<file path="src/rtl/scan_config_ctrl.sv">
// Scan-chain configuration loader: streams DATA_WIDTH-bit words LSB first into
// the CLB chain and then the connection chain, each for its latched bit length.
module scan_config_ctrl #(
  parameter int DATA_WIDTH = 8,
  parameter int LEN_WIDTH  = 16
) (
  input  logic                  clk,
  input  logic                  rst,
  input  logic                  start,
  input  logic [LEN_WIDTH-1:0]  clb_len,
  input  logic [LEN_WIDTH-1:0]  conn_len,
  input  logic [DATA_WIDTH-1:0] cfg_data,
  input  logic                  cfg_valid,
  output logic                  cfg_ready,
  output logic                  clb_scan_in,
  output logic                  clb_scan_en,
  output logic                  conn_scan_in,
  output logic                  conn_scan_en,
  output logic                  busy,
  output logic                  done
);

  localparam int CNT_W = $clog2(DATA_WIDTH + 1);
  localparam logic [CNT_W-1:0]     CNT_FULL = CNT_W'(DATA_WIDTH);
  localparam logic [CNT_W-1:0]     CNT_ONE  = {{(CNT_W-1){1'b0}}, 1'b1};
  localparam logic [LEN_WIDTH-1:0] LEN_ONE  = {{(LEN_WIDTH-1){1'b0}}, 1'b1};
  localparam logic [LEN_WIDTH-1:0] LEN_ZERO = {LEN_WIDTH{1'b0}};

  typedef enum logic [1:0] {
    S_IDLE      = 2'd0,
    S_LOAD_CLB  = 2'd1,
    S_LOAD_CONN = 2'd2,
    S_FINISH    = 2'd3
  } state_t;

  state_t                r_state;
  state_t                w_next_state;
  logic [DATA_WIDTH-1:0] r_shift;
  logic [CNT_W-1:0]      r_cnt;
  logic [LEN_WIDTH-1:0]  r_clb_rem;
  logic [LEN_WIDTH-1:0]  r_conn_rem;
  logic                  r_clb_scan_in;
  logic                  r_clb_scan_en;
  logic                  r_conn_scan_in;
  logic                  r_conn_scan_en;

  logic                  w_in_load;
  logic                  w_has_bit;
  logic                  w_xfer;
  logic                  w_shift;
  logic                  w_last;
  logic [LEN_WIDTH-1:0]  w_rem_cur;

  assign w_in_load = (r_state == S_LOAD_CLB) || (r_state == S_LOAD_CONN);
  assign w_has_bit = (r_cnt != {CNT_W{1'b0}});
  assign w_xfer    = cfg_valid && cfg_ready;
  assign w_shift   = w_in_load && w_has_bit;
  assign w_rem_cur = (r_state == S_LOAD_CLB) ? r_clb_rem : r_conn_rem;
  // Last bit of the active chain: leftover bits of the word are dropped.
  assign w_last    = w_shift && (w_rem_cur == LEN_ONE);

  assign clb_scan_in  = r_clb_scan_in;
  assign clb_scan_en  = r_clb_scan_en;
  assign conn_scan_in = r_conn_scan_in;
  assign conn_scan_en = r_conn_scan_en;

  // FSM state register
  always_ff @(posedge clk or posedge rst) begin
    if (rst) begin
      r_state <= S_IDLE;
    end else begin
      r_state <= w_next_state;
    end
  end

  // FSM next-state logic
  always_comb begin
    w_next_state = r_state;
    case (r_state)
      S_IDLE: begin
        if (!start) begin
          w_next_state = S_IDLE;
        end else if (clb_len != LEN_ZERO) begin
          w_next_state = S_LOAD_CLB;
        end else if (conn_len != LEN_ZERO) begin
          w_next_state = S_LOAD_CONN;
        end else begin
          w_next_state = S_FINISH;
        end
      end
      S_LOAD_CLB: begin
        if (!w_last) begin
          w_next_state = S_LOAD_CLB;
        end else if (r_conn_rem != LEN_ZERO) begin
          w_next_state = S_LOAD_CONN;
        end else begin
          w_next_state = S_FINISH;
        end
      end
      S_LOAD_CONN: begin
        if (w_last) begin
          w_next_state = S_FINISH;
        end else begin
          w_next_state = S_LOAD_CONN;
        end
      end
      S_FINISH: w_next_state = S_IDLE;
      default:  w_next_state = S_IDLE;
    endcase
  end

  // FSM output decode
  always_comb begin
    cfg_ready = 1'b0;
    busy      = 1'b0;
    done      = 1'b0;
    case (r_state)
      S_IDLE: begin
        cfg_ready = 1'b0;
        busy      = 1'b0;
      end
      S_LOAD_CLB, S_LOAD_CONN: begin
        cfg_ready = !w_has_bit;
        busy      = 1'b1;
      end
      S_FINISH: begin
        busy = 1'b1;
        done = 1'b1;
      end
      default: begin
        cfg_ready = 1'b0;
        busy      = 1'b0;
        done      = 1'b0;
      end
    endcase
  end

  // Word shift register and count of bits still held
  always_ff @(posedge clk or posedge rst) begin
    if (rst) begin
      r_shift <= {DATA_WIDTH{1'b0}};
      r_cnt   <= {CNT_W{1'b0}};
    end else if (w_xfer) begin
      r_shift <= cfg_data;
      r_cnt   <= CNT_FULL;
    end else if (w_last) begin
      r_shift <= {DATA_WIDTH{1'b0}};
      r_cnt   <= {CNT_W{1'b0}};
    end else if (w_shift) begin
      r_shift <= {1'b0, r_shift[DATA_WIDTH-1:1]};
      r_cnt   <= r_cnt - CNT_ONE;
    end
  end

  // Remaining per-chain lengths, latched on an accepted start
  always_ff @(posedge clk or posedge rst) begin
    if (rst) begin
      r_clb_rem  <= LEN_ZERO;
      r_conn_rem <= LEN_ZERO;
    end else if ((r_state == S_IDLE) && start) begin
      r_clb_rem  <= clb_len;
      r_conn_rem <= conn_len;
    end else if (w_shift && (r_state == S_LOAD_CLB)) begin
      r_clb_rem  <= r_clb_rem - LEN_ONE;
    end else if (w_shift && (r_state == S_LOAD_CONN)) begin
      r_conn_rem <= r_conn_rem - LEN_ONE;
    end
  end

  // Registered scan outputs; the idle chain is held at zero
  always_ff @(posedge clk or posedge rst) begin
    if (rst) begin
      r_clb_scan_en  <= 1'b0;
      r_clb_scan_in  <= 1'b0;
      r_conn_scan_en <= 1'b0;
      r_conn_scan_in <= 1'b0;
    end else begin
      r_clb_scan_en  <= w_shift && (r_state == S_LOAD_CLB);
      r_clb_scan_in  <= w_shift && (r_state == S_LOAD_CLB) && r_shift[0];
      r_conn_scan_en <= w_shift && (r_state == S_LOAD_CONN);
      r_conn_scan_in <= w_shift && (r_state == S_LOAD_CONN) && r_shift[0];
    end
  end

endmodule

</file>
<file path="config.mk">
export PLATFORM = sky130hd
export DESIGN_NAME = scan_config_ctrl
export DESIGN_NICKNAME = d
export VERILOG_FILES = /design/src/rtl/scan_config_ctrl.sv
export SDC_FILE = /design/constraint.sdc
export NUM_CORES = 1
export LEC_CHECK = 0
export BUFFER_PORTS_ARGS = -buffer_cell sky130_fd_sc_hd__clkbuf_2
export CAP_MARGIN = 20
export CORE_MARGIN = 4
export CORE_UTILIZATION = 55
export CTS_BUF_LIST = sky130_fd_sc_hd__clkbuf_8
export CTS_CLUSTER_DIAMETER = 30
export DETAILED_ROUTE_END_ITERATION = 6
export PLACE_DENSITY = 0.79
export SLEW_MARGIN = 20
export SYNTH_ARGS = -nofsm -noshare
export SYNTH_HDL_FRONTEND = slang
export SYNTH_SLANG_ARGS = --single-unit
</file>
<file path="constraint.sdc">
create_clock -name clk -period 2.9 [get_ports clk]
set_input_delay 0.58 -clock clk [delete_from_list [all_inputs] [get_ports clk]]
set_output_delay 0.58 -clock clk [all_outputs]
set_load 0.005 [all_outputs]
</file>
==> results of run 1 <==
## how the worst max path moves through the flow
stage	startpoint	to	slack, ns	cells past startpoint
2_1_floorplan	r_state[1]	r_cnt[2]	0.51	8
3_3_place_gp	r_state[1]	r_shift[3]	0.39	8
3_5_place_dp	r_state[1]	r_shift[2]	0.26	8
4_1_cts	r_state[1]	r_shift[2]	0.25	8
5_1_grt	r_state[1]	r_shift[2]	0.13	8
6_report	r_state[1]	r_shift[2]	0.26	8
## power by group through the flow
stage	clock network [mW]	registers (mW)	logic [mW]
2_1_floorplan	0	0.923	0.437
3_3_place_gp	0	0.948	0.565
3_5_place_dp	0	0.953	0.593
4_1_cts	0.418	0.942	0.594
5_1_grt	0.443	0.962	0.670
6_report	0.405	0.947	0.591
## cell type report
| type | count | area share |
|---|---|---|
| multi-input cells | 231 | 0.4602 |
| flip-flops and latches | 50 | 0.3807 |
| repair buffers | 55 | 0.08755 |
| well taps | 70 | 0.02665 |
| clock buffers | 6 | 0.02512 |
| inverters | 15 | 0.01713 |
| clock inverters | 2 | 0.002665 |
## cells by family (layout without fill, tap and decap cells)
family | after synthesis | in the layout | share of synthesized area
adder cells (fa/ha/maj) | 10 | 10 | 0.04363
multiplexers | 4 | 4 | 0.01483
AO/OA/AOI/OAI | 55 | 55 | 0.1296
AND/OR/NAND/NOR | 132 | 132 | 0.2469
flip-flops | 50 | 50 | 0.4363
buffers and inverters | 28 | 78 | 0.03708
XOR/XNOR | 30 | 30 | 0.09163
## per-stage QoR
stage | hold WS [ns] | instances | cell area [um^2] | utilization
after floorplan | 0.4598 | 309 | 2868 | -
final | 0.2813 | 429 | 3287 | 0.6477
after CTS | 0.3030 | 429 | 3287 | 0.6477
after global placement | 0.4862 | 421 | 3196 | 0.6297
after global routing | 0.3275 | 429 | 3287 | 0.6477
after detailed placement | 0.4945 | 421 | 3196 | 0.6297
## layout by cell type, fill, tap and decap left out, types with 4 or more instances in the layout
cell,count
dfrtp_1,50
clkbuf_2,50
nor2_1,46
a21oi_1,33
xnor2_1,28
nor4_1,19
inv_1,15
nor3_1,13
and3_1,10
ha_1,10
nand2_1,8
a221o_1,8
nand4_1,6
clkbuf_8,6
buf_4,5
nand2b_1,4
## per-layer routing
layer | GRT usage | up-vias | share of wire
met2 | 0.3535 | 66 | 0.48
met4 | 0.06081 | 0 | 0.017
li1 | - | 1214 | -
met5 | 0 | - | 0
met3 | 0.02130 | 11 | 0.046
met1 | 0.2947 | 1183 | 0.45
## sequential cells by signal, indices dropped and copies added, names as in the netlist
name,cells
conn_scan_en,1
clb_scan_en,1
conn_scan_in,1
clb_scan_in,1
r_cnt,4
r_clb_rem,16
r_state,2
r_shift,8
r_conn_rem,16
==> results.md, run 1 <==
- After clock tree synthesis, the setup repair step added 0 buffers.
- Traced cell by cell, the critical path runs through inv_1 > ha_1 > buf_4 > or4_1 > o22a_1 > a2111oi_4 > nor2_4 > a221o_1.
- The total die area is 6434 um^2.
- The total count of hold-check failures in the final report is 0.
- The number of instances in the synthesized netlist is 309.
- The clock tree from TritonCTS is done.
- The routed layout has roughly 2,500 vias.
- The maximum clock skew at final layout is between 0.008 and 0.009 ns.
- Power spread over the standard cell area amounts to between 500 and 600 nW/um^2.
- The overall power consumption is between 1.5 and 2 mW.
- The part of the total power dissipated in combinational logic is 0.304.
- The number of top-level pins is 51.
- Of the total power, the share spent switching nets is 0.3320.
- The achievable clock frequency is between 0.3 and 0.4 GHz.
- Yosys mapped a number of flops with a built-in enable equal to 0.
- The first routing iteration left ~230 violations.
- Of the total power, registers draw 0.487.
- The synthesized design contains 50 register bits.
- The first global-routing pass estimated 10,870 um of wire.
- The area taken by multi-input logic gates is about 1500 um^2.
- The number of max-cap violations is 0.
- The number of antenna diodes in the final layout is 0.
- The H-tree depth is 2.
- The part of the Yosys area used for sequential elements is 0.4363.
- The worst setup path is captured at a flip-flop.
- The clock sink total is 50.
- The largest stage delay on the critical path is roughly 0.55 ns.
- Of the cells placed in the final design, the portion with a size suffix greater than 1 is 0.1950.
- For this run the aggregate overflow at the end of global routing stands at 0.
- The number of setup violations in the final report is 0.
- In this run the remaining antenna-violating nets after routing total 0.
- Setup repair after global routing left no endpoint under its margin.
- The chip width is about 80 um.
- Summing all flip-flop and latch instances after layout gives roughly 1300 um^2.
- The number of global-route vias before repair is between 2,000 and 2,500.
- By startpoint and endpoint, the worst setup path is classified as flip-flop to flip-flop.
- The core area is a little over 5000 um^2.
- The number of nets in the synthesized netlist is 363.
- The switching power total is 0.6452 mW.
- In this run, distinct cell masters in the synthesized netlist total between 40 and 50.
- Counting I/O delays and the setup requirement, the final critical path takes between 2 and 3 ns.
- Once routing completed, OpenROAD measured the worst setup slack at 0.2599 ns.
- The net count of the finished layout is about 400.
- The beginning of the worst register-to-register path is r_state[1].
- The library cell with the highest instance count after synthesis is dfrtp_1.
- In this run the register-to-register setup slack is 0.26 ns.
- The most used flip-flop cell after synthesis is dfrtp_1.
- Entering global routing, the biggest net connects approximately 50 pins.
- The die is around 80 um tall.
- The congestion estimate from routability-driven global placement came to about 0.86.
- The largest fanout on the critical path is 9.
- Across every metal layer, demand over resource in global routing totals 0.2125.
- The starting density of the core is 0.5651.
- CTS placed an instance of clkbuf_8 at the clock tree root.
- In this run the critical register-to-register path is captured at r_shift[2].
- The portion of the clock cycle consumed by the worst path in the final layout is 0.9104.
- The measured slew at the worst slew-check pin is a little over 0.8 ns.
- Sorting the synthesized cells by area gives the leading types as dfrtp_1 (44%), xnor2_1 (8.6%), nor2_1 (6.0%).
- At the worst endpoint, the required time is about 3 ns.
- The count of fill cells added during filler insertion is 432.
- The arrival time reported for the critical path endpoint is between 2 and 3 ns.
- The total wirelength of the detailed-routed design is 6457 um.
- The class of the most critical hold timing path is input pin to async pin.
- The mapped cell area is roughly 2900 um^2.
- The slowest stage of the critical path is the a2111oi_4 cell.
- The internal power summed over all cells is about 1.3 mW.
- The wire length per cell after detailed routing is 15.05 um.
- For this design the static power due to leakage is between 1 and 1.5 nW.
- The count of buffering cells on the critical path with inverters included is 2.
- The average vias per placed instance is 5.767.
- The number of buffers inserted by port buffering is 50.
- Gates resized during post-CTS repair numbered 0.
- The clock passes through at most 2 buffers.
- The number of pins with negative max-slew slack in the final report is 0.
- Yosys printed 0 warnings.
- The top-area cell type share of the netlist area is 0.4363.
- The number of hold buffers added after CTS was 0.
- Of the total power, the clock network draws 0.208.
- The async set-reset flop share out of synthesis is 1.000.
- The cell class contributing the biggest share of worst-path delay is compound AO/OA/AOI/OAI gates.
- The pre-antenna-repair detailed-routing pass consisted of 4 iterations.
- In the routed design, unresolved DRC markers number 0.
- In this run the tightest slew margin relative to its limit is 0.4572.
- Of all cell types, the one taking the most synthesized area is dfrtp_1.
- The floorplan row count is 26.
- The number of antenna violations at the first check in global routing is 0.
- The number of buffers added by the clock tree synthesis step is 5.
- The flow ran to the end, and the final reports show no timing, DRC or antenna violations.
- Sorting the synthesized cells by how often they occur yields dfrtp_1 (50), nor2_1 (46), a21oi_1 (33).
- The synthesized area divided by synthesized cell count is slightly above 9 um^2.
- The clock latency on the worst-skew pair is around 0.30 ns.
- The half-perimeter wire length of the detailed placement result is a little under 5000 um.
- Compared with the post-synthesis result, the final layout area differs by 14.62%.
- Counting cells, the worst reg-to-reg path comes to 8.
- The clock edge transition at the registers on the reported setup and hold paths is 0.09 ns.
- The worst-case IR drop observed on VDD is about 320 uV.
- After routing, the total negative slack on setup checks comes to 0 ns.
- The placement-stage worst setup slack is between 0.2 and 0.3 ns.
- The type of origin of the critical path is a flip-flop.
Note: power is estimated with default switching activity, not from simulation.
==> run 2, diff against run 1 <==
--- a/config.mk
+++ b/config.mk
@@ -7,12 +7,13 @@
 export LEC_CHECK = 0
 export BUFFER_PORTS_ARGS = -buffer_cell sky130_fd_sc_hd__clkbuf_2
 export CAP_MARGIN = 20
-export CORE_MARGIN = 4
+export CORE_MARGIN = 2
 export CORE_UTILIZATION = 55
 export CTS_BUF_LIST = sky130_fd_sc_hd__clkbuf_8
 export CTS_CLUSTER_DIAMETER = 30
 export DETAILED_ROUTE_END_ITERATION = 6
 export PLACE_DENSITY = 0.79
+export RECOVER_POWER = 25
 export SLEW_MARGIN = 20
 export SYNTH_ARGS = -nofsm -noshare
 export SYNTH_HDL_FRONTEND = slang
==> run 2 against run 1 <==
  * Final area grew 0.91%
  * Sequential cell count is the same
  * Critical endpoint is now r_cnt[2]
  * Largest power group unchanged
  * Final cell count grew 0.47%
  * Critical path type unchanged
  * Register-to-register slack gained 0.16 ns
==> results.md, run 2 (synthesis gave the netlist of run 1 again) <==
- The critical path goes through inv_1 > ha_1 > buf_4 > or4_1 > o22a_1 > a2111oi_4 > buf_4 > nor2_4 > a221o_1.
- The number of global-route vias before repair is 2,370 (+0.13%).
- The nature of the critical path endpoint is a flip-flop.
- The required time at the endpoint of the critical path is 3.09 ns (about the same).
- The clock sink total is 50 (unchanged).
- The number of nets with antenna violations after routing was 0 (unchanged).
- The wire length per cell after detailed routing is 15.24 um (+1.2%).
- The total count of hold-check failures in the final report is 0 (unchanged).
- TritonCTS built the clock tree.
- The arrival time reported for the critical path endpoint came to 2.66 ns (-0.16 ns).
- The clock period minus final worst setup slack is 2.476 ns (-0.1641 ns).
- From synthesis to final layout, the design area changed by 15.66%.
- The setup slack on the worst flop-to-flop path is 0.42 ns (+0.16 ns).
- The number of placed cells counting well taps was 423 (+0.48%).
- The startpoint identified for the worst register-to-register timing path is r_state[1].
- The fraction of the core area covered by cells at the end of the flow is 0.6536 (+0.005918).
- The largest registers in the layout are r_clb_rem (16), r_conn_rem (16), r_shift (8).
- The total number of vias was 2,502 (+1.1%).
- The power density relative to cell area is 604.0 nW/um^2 (+2.2%).
- The violation count after the first detailed-routing iteration is 182 (-20%).
- The total negative slack for setup checks is 0 ns (unchanged).
- The static leakage power was 1.369 nW (+0.95%).
- The count of instances resized after the clock tree is built is 0 (unchanged).
- The pin count of the biggest net entering global routing is 47 (-4.1%).
- The half-perimeter wire length of the detailed placement result is 4877 um (-1.1%).
- The wire length of the first global-routing pass is 11,090 um (+2.0%).
- The total die area came to 5808 um^2 (-9.7%).
- The H-tree depth is 2 (unchanged).
- The total setup buffers inserted after CTS was 0 (unchanged).
- The clock latency on the worst-skew pair is 0.30 ns (about the same).
- The post-route worst hold slack is 0.4325 ns (+0.1513 ns).
- The number of pins with negative max-slew slack in the final report came to 0 (unchanged).
- The number of buffers added by the clock tree synthesis step is 5 (unchanged).
- The count of hold buffers inserted by post-cts repair is 0 (unchanged).
- The maximum VDD drop is 296.1 uV (-6.7%).
- The total wirelength of the detailed-routed design is 6567 um (+1.7%).
- The maximum clock skew at final layout is 0.004747 ns (-0.004063 ns).
- The fraction of final layout cells sized beyond drive strength 1 is 0.1967 (+0.001690).
- The chip width is 76.21 um (-5.0%).
- The final net count came to 414 (+0.49%).
- The overall power consumption came to 2.004 mW (+3.1%).
- The overall die height is 76.21 um (-5.0%).
- The cell that appears most often on the critical path is buf_4.
- The non-filler instance count after layout is 431 (+0.47%).
- The number of antenna diodes is 0 (unchanged).
- The portion of the clock cycle consumed by the worst path in the final layout was 0.8538 (-0.05658).
- The library cells used most frequently in the layout, excluding fill and tap cells, are dfrtp_1 (50), clkbuf_2 (50), nor2_1 (46).
- The routability-driven placement congestion ratio was 0.8223 (-3.9%).
- The clock edge transition at the registers on the reported setup and hold paths is 0.09 ns (about the same).
- The cell with the biggest individual delay on the critical path is or4_1.
- The number of antenna violations at the first check in global routing is 0 (unchanged).
- The achievable clock frequency is 0.4039 GHz (+6.6%).
- The starting density of the core was 0.5651 (unchanged).
- By startpoint and endpoint, the worst setup path is classified as flip-flop to flip-flop.
- The largest fanout on the critical path is 10 (+1).
- The maximum buffer depth of the clock tree is 2 (unchanged).
- The headroom to the max-slew limit is 0.4146 (-0.04256).
- The number of iterations in the first detailed-routing pass is 5 (+1).
- The run finished with clean final reports.
- The global-route congestion overflow total came to 0 (unchanged).
- The depth of the most critical reg-to-reg path is 9 (+1).
- The number of top-level pins is 51 (unchanged).
- The largest stage delay on the critical path is 0.40 ns (-0.15 ns).
- The root buffer cell chosen for the clock tree is clkbuf_8.
- The core area was 5075 um^2 (unchanged).
- The type of origin of the critical path is a flip-flop.
- The count of fill cells added during filler insertion is 425 (-1.6%).
- The floorplan row count was 26 (unchanged).
- The global-route usage over all layers is 0.2359 (+0.02334).
- The number of setup violations in the final report is 0 (unchanged).
- The number of buffers inserted by port buffering is 50 (unchanged).
- The critical register-to-register path endpoint is r_cnt[2].
- The post-detailed-route DRC marker count is 0 (unchanged).
- Setup repair after global routing left no endpoint under its margin.
- The average vias per placed instance is 5.805 (+0.66%).
- The measured slew at the worst slew-check pin was 0.8771 ns (+0.06575 ns).
- The number of max-cap violations is 0 (unchanged).
- The worst hold path belongs to the class input pin to async pin.
[run 2: per-stage QoR]
step	setup slack (ns)	instance area, um^2
after floorplan	0.5081	2868
after global placement	0.5231	3211
after detailed placement	0.4363	3211
after CTS	0.4171	3321
after global routing	0.2827	3317
final	0.4239	3317
[run 2: report_power, final]
part,switching [mW],total [mW],internal (mW)
registers,0.116,0.946,0.830
logic,0.312,0.590,0.278
clock network,0.226,0.467,0.241
total,0.654,2.00,1.35
[run 2: final cells by class]
class,count,area [um^2],area share
inverters,15,56.30,0.01697
repair buffers,57,299.0,0.09015
clock buffers,8,110.1,0.03320
well taps,70,87.58,0.02641
flip-flops and latches,50,1251,0.3772
multi-input cells,231,1513,0.4561
[run 2: how the worst max path moves through the flow]
stage / end / start / slack (ns) / depth (start not counted)
after floorplan: r_cnt[2] / r_state[1] / 0.51 / 8
after global placement: r_shift[3] / r_state[1] / 0.52 / 9
after detailed placement: r_cnt[2] / r_state[1] / 0.44 / 9
after CTS: r_cnt[2] / r_state[1] / 0.42 / 9
after global routing: r_shift[0] / r_state[1] / 0.28 / 9
final: r_cnt[2] / r_state[1] / 0.42 / 9
[run 2: worst max-delay path, delay by kind of cell, from the launching register on]
kind / cells / cell delay, ns
compound gates: 3 / 0.82
buf+inv: 3 / 0.48
simple gates: 2 / 0.47
flops: 1 / 0.39
fa+ha+maj: 1 / 0.20
[run 2: routing by layer]
layer / vias up / routed length (um) / track usage
met5: - / 0 / 0
met4: 0 / 126 / 0.07636
met3: 12 / 305 / 0.03436
met2: 72 / 3199 / 0.3796
met1: 1208 / 2935 / 0.3310
li1: 1210 / - / -
==> run 3, diff against run 2 <==
--- a/config.mk
+++ b/config.mk
@@ -5,6 +5,7 @@
 export SDC_FILE = /design/constraint.sdc
 export NUM_CORES = 1
 export LEC_CHECK = 0
+export ABC_AREA = 1
 export BUFFER_PORTS_ARGS = -buffer_cell sky130_fd_sc_hd__clkbuf_2
 export CAP_MARGIN = 20
 export CORE_MARGIN = 2
@@ -12,7 +13,7 @@
 export CTS_BUF_LIST = sky130_fd_sc_hd__clkbuf_8
 export CTS_CLUSTER_DIAMETER = 30
 export DETAILED_ROUTE_END_ITERATION = 6
-export PLACE_DENSITY = 0.79
+export PLACE_DENSITY = 0.78
 export RECOVER_POWER = 25
 export SLEW_MARGIN = 20
 export SYNTH_ARGS = -nofsm -noshare
==> constraint.sdc (replaced) <==
create_clock -name clk -period 2.7 [get_ports clk]
set_input_delay 0.54 -clock clk [delete_from_list [all_inputs] [get_ports clk]]
set_output_delay 0.54 -clock clk [all_outputs]
set_load 0.005 [all_outputs]
==> run 3 against run 2 <==
  * Register-to-register slack gained 0.34 ns
  * Final area grew 12%
  * First-iteration DRC count grew 21%
  * Sequential power up 45%
  * Critical path depth is 4 lower
  * Via count increased by 23%
  * Final cell count grew 31%
  * Synthesized area increased by 15%
==> results.md, run 3 <==
- The number of pins with negative max-slew slack in the final report is 0 (unchanged).
- The headroom to the max-slew limit is 0.4124 (-0.002206).
- The number of antenna violations at the first check in global routing is 0 (unchanged).
- For the finished layout, the period the worst path requires is around 2.2 ns.
- The switching part of the total power is 0.4647 (+0.1382).
- The number of instances in the synthesized netlist is 434 (+40%).
- The placement-stage worst setup slack is 0.7792 ns (+0.3429 ns).
- The maximum VDD drop is 595.9 uV (+100%).
- By instance count, the leading cell after synthesis is nand2_1.
- The core area is 5851 um^2 (+15%).
- In the final layout, the registers with the most flip-flops are r_clb_rem (16), r_conn_rem (16), r_shift (8).
- The power density relative to cell area is 1023 nW/um^2 (+69%).
- The H-tree depth is 2 (unchanged).
- The switching power total is 1.769 mW (+170%).
- The global-route congestion overflow total is 0 (unchanged).
- On the critical path, the stage with the largest delay is an instance of dfrtp_1.
- Static timing analysis puts the maximum clock frequency at 0.4553 GHz.
- The internal power summed over all cells is 2.038 mW (+51%).
- Compared with the post-synthesis result, the final layout area differs by 13.08%.
- The class of the most critical hold timing path is input pin to async pin.
- The required time at the endpoint of the critical path was 2.16 ns (-0.93 ns).
- Leaving out fill and tap cells, the most frequent cell in the layout is nand2_1.
- The floorplan row count is 28 (+7.7%).
- The number of buffers added by the clock tree synthesis step is 5 (unchanged).
- The number of max-cap violations came to 0 (unchanged).
- The post-detailed-route DRC marker count is 0 (unchanged).
- The largest fanout on the critical path is 10 (unchanged).
- The total wirelength of the detailed-routed design is 7620 um (+16%).
- The tree is rooted in a clkbuf_8.
- The static leakage power was 1.855 nW (+35%).
- The top cell types in the final layout, fill and taps aside, are nand2_1 (91), inv_1 (64), dfrtp_1 (50), clkbuf_2 (50), nor2_1 (43).
- The final net count is 542 (+31%).
- The synthesized area divided by synthesized cell count is 7.582 um^2 (-18%).
- The largest stage delay on the critical path is 0.42 ns (+0.02 ns).
- The pin count of the biggest net entering global routing came to 20 (-57%).
- The part of the Yosys area used for sequential elements came to 0.3802 (-0.05607).
- The total negative slack for setup checks came to 0 ns (unchanged).
- The total setup buffers inserted after CTS is 0 (unchanged).
- The maximum buffer depth of the clock tree is 2 (unchanged).
- After synthesis, the cell types taking the most area are dfrtp_1 (38%), nand2_1 (10%), inv_1 (7.3%).
- The total die area is 6618 um^2 (+14%).
- The arrival time reported for the critical path endpoint was 1.66 ns (-1.00 ns).
- The number of top-level pins is 51 (unchanged).
- The count of flip-flops with a built-in enable after synthesis is 0 (unchanged).
- The chip width came to 81.35 um (+6.7%).
- The global-route usage over all layers is 0.2561 (+0.02019).
- The flow ran to the end, and the final reports show no timing, DRC or antenna violations.
- The maximum clock skew at final layout was 0.007082 ns (+0.002335 ns).
- The number of synthesized register bits is 50 (unchanged).
- The type of origin of the critical path is a flip-flop.
- The wire length per cell after detailed routing is 13.51 um (-11%).
- The beginning of the worst register-to-register path is r_state[0].
- The overall die height is 81.35 um (+6.7%).
- The async set-reset flop share out of synthesis is 1.000 (unchanged).
- The distinct cell type count of the synthesized netlist was 34 (-23%).
- The wire length of the first global-routing pass is 13,080 um (+18%).
- The number of iterations in the first detailed-routing pass is 5 (unchanged).
- The share of power burned in the clock network came to 0.140 (-0.093).
- The starting density of the core is 0.5624 (-0.002642).
- The worst setup path is captured at a primary output.
- The total count of hold-check failures in the final report is 0 (unchanged).
- The count of fill cells added during filler insertion was 526 (+24%).
- The final worst slack is 0.5034 ns (+0.07950 ns).
- Summed over all instances, the cell type with the most area after synthesis is dfrtp_1.
- The measured slew at the worst slew-check pin is 0.8814 ns (+0.004274 ns).
- The violation count after the first detailed-routing iteration is 221 (+21%).
- The number of antenna diodes is 0 (unchanged).
- The setup slack on the worst flop-to-flop path is 0.76 ns (+0.34 ns).
- The synthesis warning total is 0 (unchanged).
- The number of nets with antenna violations after routing is 0 (unchanged).
- The number of buffers inserted by port buffering was 50 (unchanged).
- The number of nets in the synthesized netlist is 488 (+34%).
- The endpoint identified for the worst register-to-register timing path is r_shift[1].
- Setup repair after global routing left no endpoint under its margin.
- The flip-flop cell with the highest count after synthesis is dfrtp_1.
- Ranked by instance count, the synthesized netlist is headed by nand2_1 (91), inv_1 (64), dfrtp_1 (50).
- The half-perimeter wire length of the detailed placement result is 6012 um (+23%).
- The post-route worst hold slack is 0.2809 ns (-0.1517 ns).
- The number of setup violations in the final report is 0 (unchanged).
- The routability-driven placement congestion ratio is 0.8869 (+7.9%).
- The count of hold buffers inserted by post-cts repair came to 0 (unchanged).
- The fraction of final layout cells sized beyond drive strength 1 is 0.1881 (-0.008537).
- In the finished design, the share of the clock period the worst path needs comes to 0.8135.
- Traced cell by cell, the critical path runs through inv_1 > ha_1 > inv_1 > nor2_4 > clkbuf_2.
- The total number of vias is 3,067 (+23%).
- The count of instances resized after the clock tree is built is 0 (unchanged).
- The average vias per placed instance is 5.438 (-6.3%).
- The number of global-route vias before repair is 2,826 (+19%).
- The most used cell along the critical path is inv_1.
- The clock sink total is 50 (unchanged).
- The clock latency on the worst-skew pair is 0.31 ns (about the same).
- The depth of the most critical reg-to-reg path is 8 (-1).
- The mapped cell area is 3291 um^2 (+15%).
- The critical path in this run is classified as flip-flop to primary output.
- The portion of total power attributed to sequential cells is 0.361 (-0.111).
- The clock edge transition at the registers on the reported setup and hold paths is 0.10 ns (about the same).
- The clock tree from TritonCTS is done.
- The part of the total power dissipated in combinational logic is 0.500 (+0.205).
- The top-area cell type share of the netlist area came to 0.3802 (-0.05607).
## run 3: changes by cell type after synthesis, moves of 10 or more
cell,previous run,this run
inv_1,15,64
nand2_1,9,91
nor3_1,13,2
nor4_1,19,6
o211ai_1,0,10
a21oi_1,33,6
o21bai_1,0,11
o21ai_0,0,27
o221ai_1,0,11
and3_1,10,0
xnor2_1,28,3
nand3_1,3,36
## run 3: worst max path at each step
stage                     depth (start not counted)       start          end  slack (ns)
after global routing                              5  r_state[0]    cfg_ready        0.40
final                                             5  r_state[0]    cfg_ready        0.50
after CTS                                         5  r_state[0]    cfg_ready        0.50
after floorplan                                   1         rst  clb_scan_en        0.96
after global placement                            8  r_state[0]   r_shift[6]        0.89
after detailed placement                          8  r_state[0]   r_shift[1]        0.78
## run 3: metal layers
layer / track usage / wire length, um / vias to the layer above
li1: - / - / 1526
met1: 0.3552 / 3474 / 1427
met2: 0.4098 / 3547 / 103
met3: 0.04222 / 474 / 11
met4: 0.07797 / 123 / 0
met5: 0 / 0 / -
## run 3: through the flow
| stage | cell area [um^2] | power [mW] | util | instances |
|---|---|---|---|---|
| after floorplan | 3291 | 2.851 | - | 434 |
| after global routing | 3721 | 4.197 | 0.6360 | 564 |
| final | 3721 | 3.807 | 0.6360 | 564 |
| after global placement | 3616 | 3.202 | 0.6181 | 556 |
| after detailed placement | 3616 | 3.273 | 0.6181 | 556 |
| after CTS | 3725 | 3.814 | 0.6367 | 564 |
## run 3: logic make-up after synthesis
group | count (synthesis) | synth area share
fa+ha+maj | 10 | 0.03802
compound gates | 73 | 0.1433
flops | 50 | 0.3802
buf+inv | 80 | 0.09886
xor+xnor | 13 | 0.03460
simple gates | 208 | 0.3049
## run 3: critical path: cells and delay by family (launching register included)
kind          cells  cell delay [ns]
buf+inv           3             0.34
simple gates      1             0.21
flops             1             0.42
fa+ha+maj         1             0.37
## run 3: area by class of cell
class / count / area [um^2] / share of cell area
multi-input combinational: 304 / 1714 / 0.4607
sequential: 50 / 1251 / 0.3362
timing repair buffer: 54 / 276.5 / 0.07431
inverter: 73 / 276.5 / 0.07431
tap: 75 / 93.84 / 0.02522
clock buffer: 5 / 68.82 / 0.01849
clock inverter: 3 / 40.04 / 0.01076
## run 3: power groups by stage
stage	clock network, mW	logic (mW)	registers, mW
2_1_floorplan	0	1.55	1.30
3_3_place_gp	0	1.84	1.37
3_5_place_dp	0	1.89	1.38
4_1_cts	0.545	1.90	1.37
5_1_grt	0.577	2.20	1.42
6_report	0.532	1.90	1.37
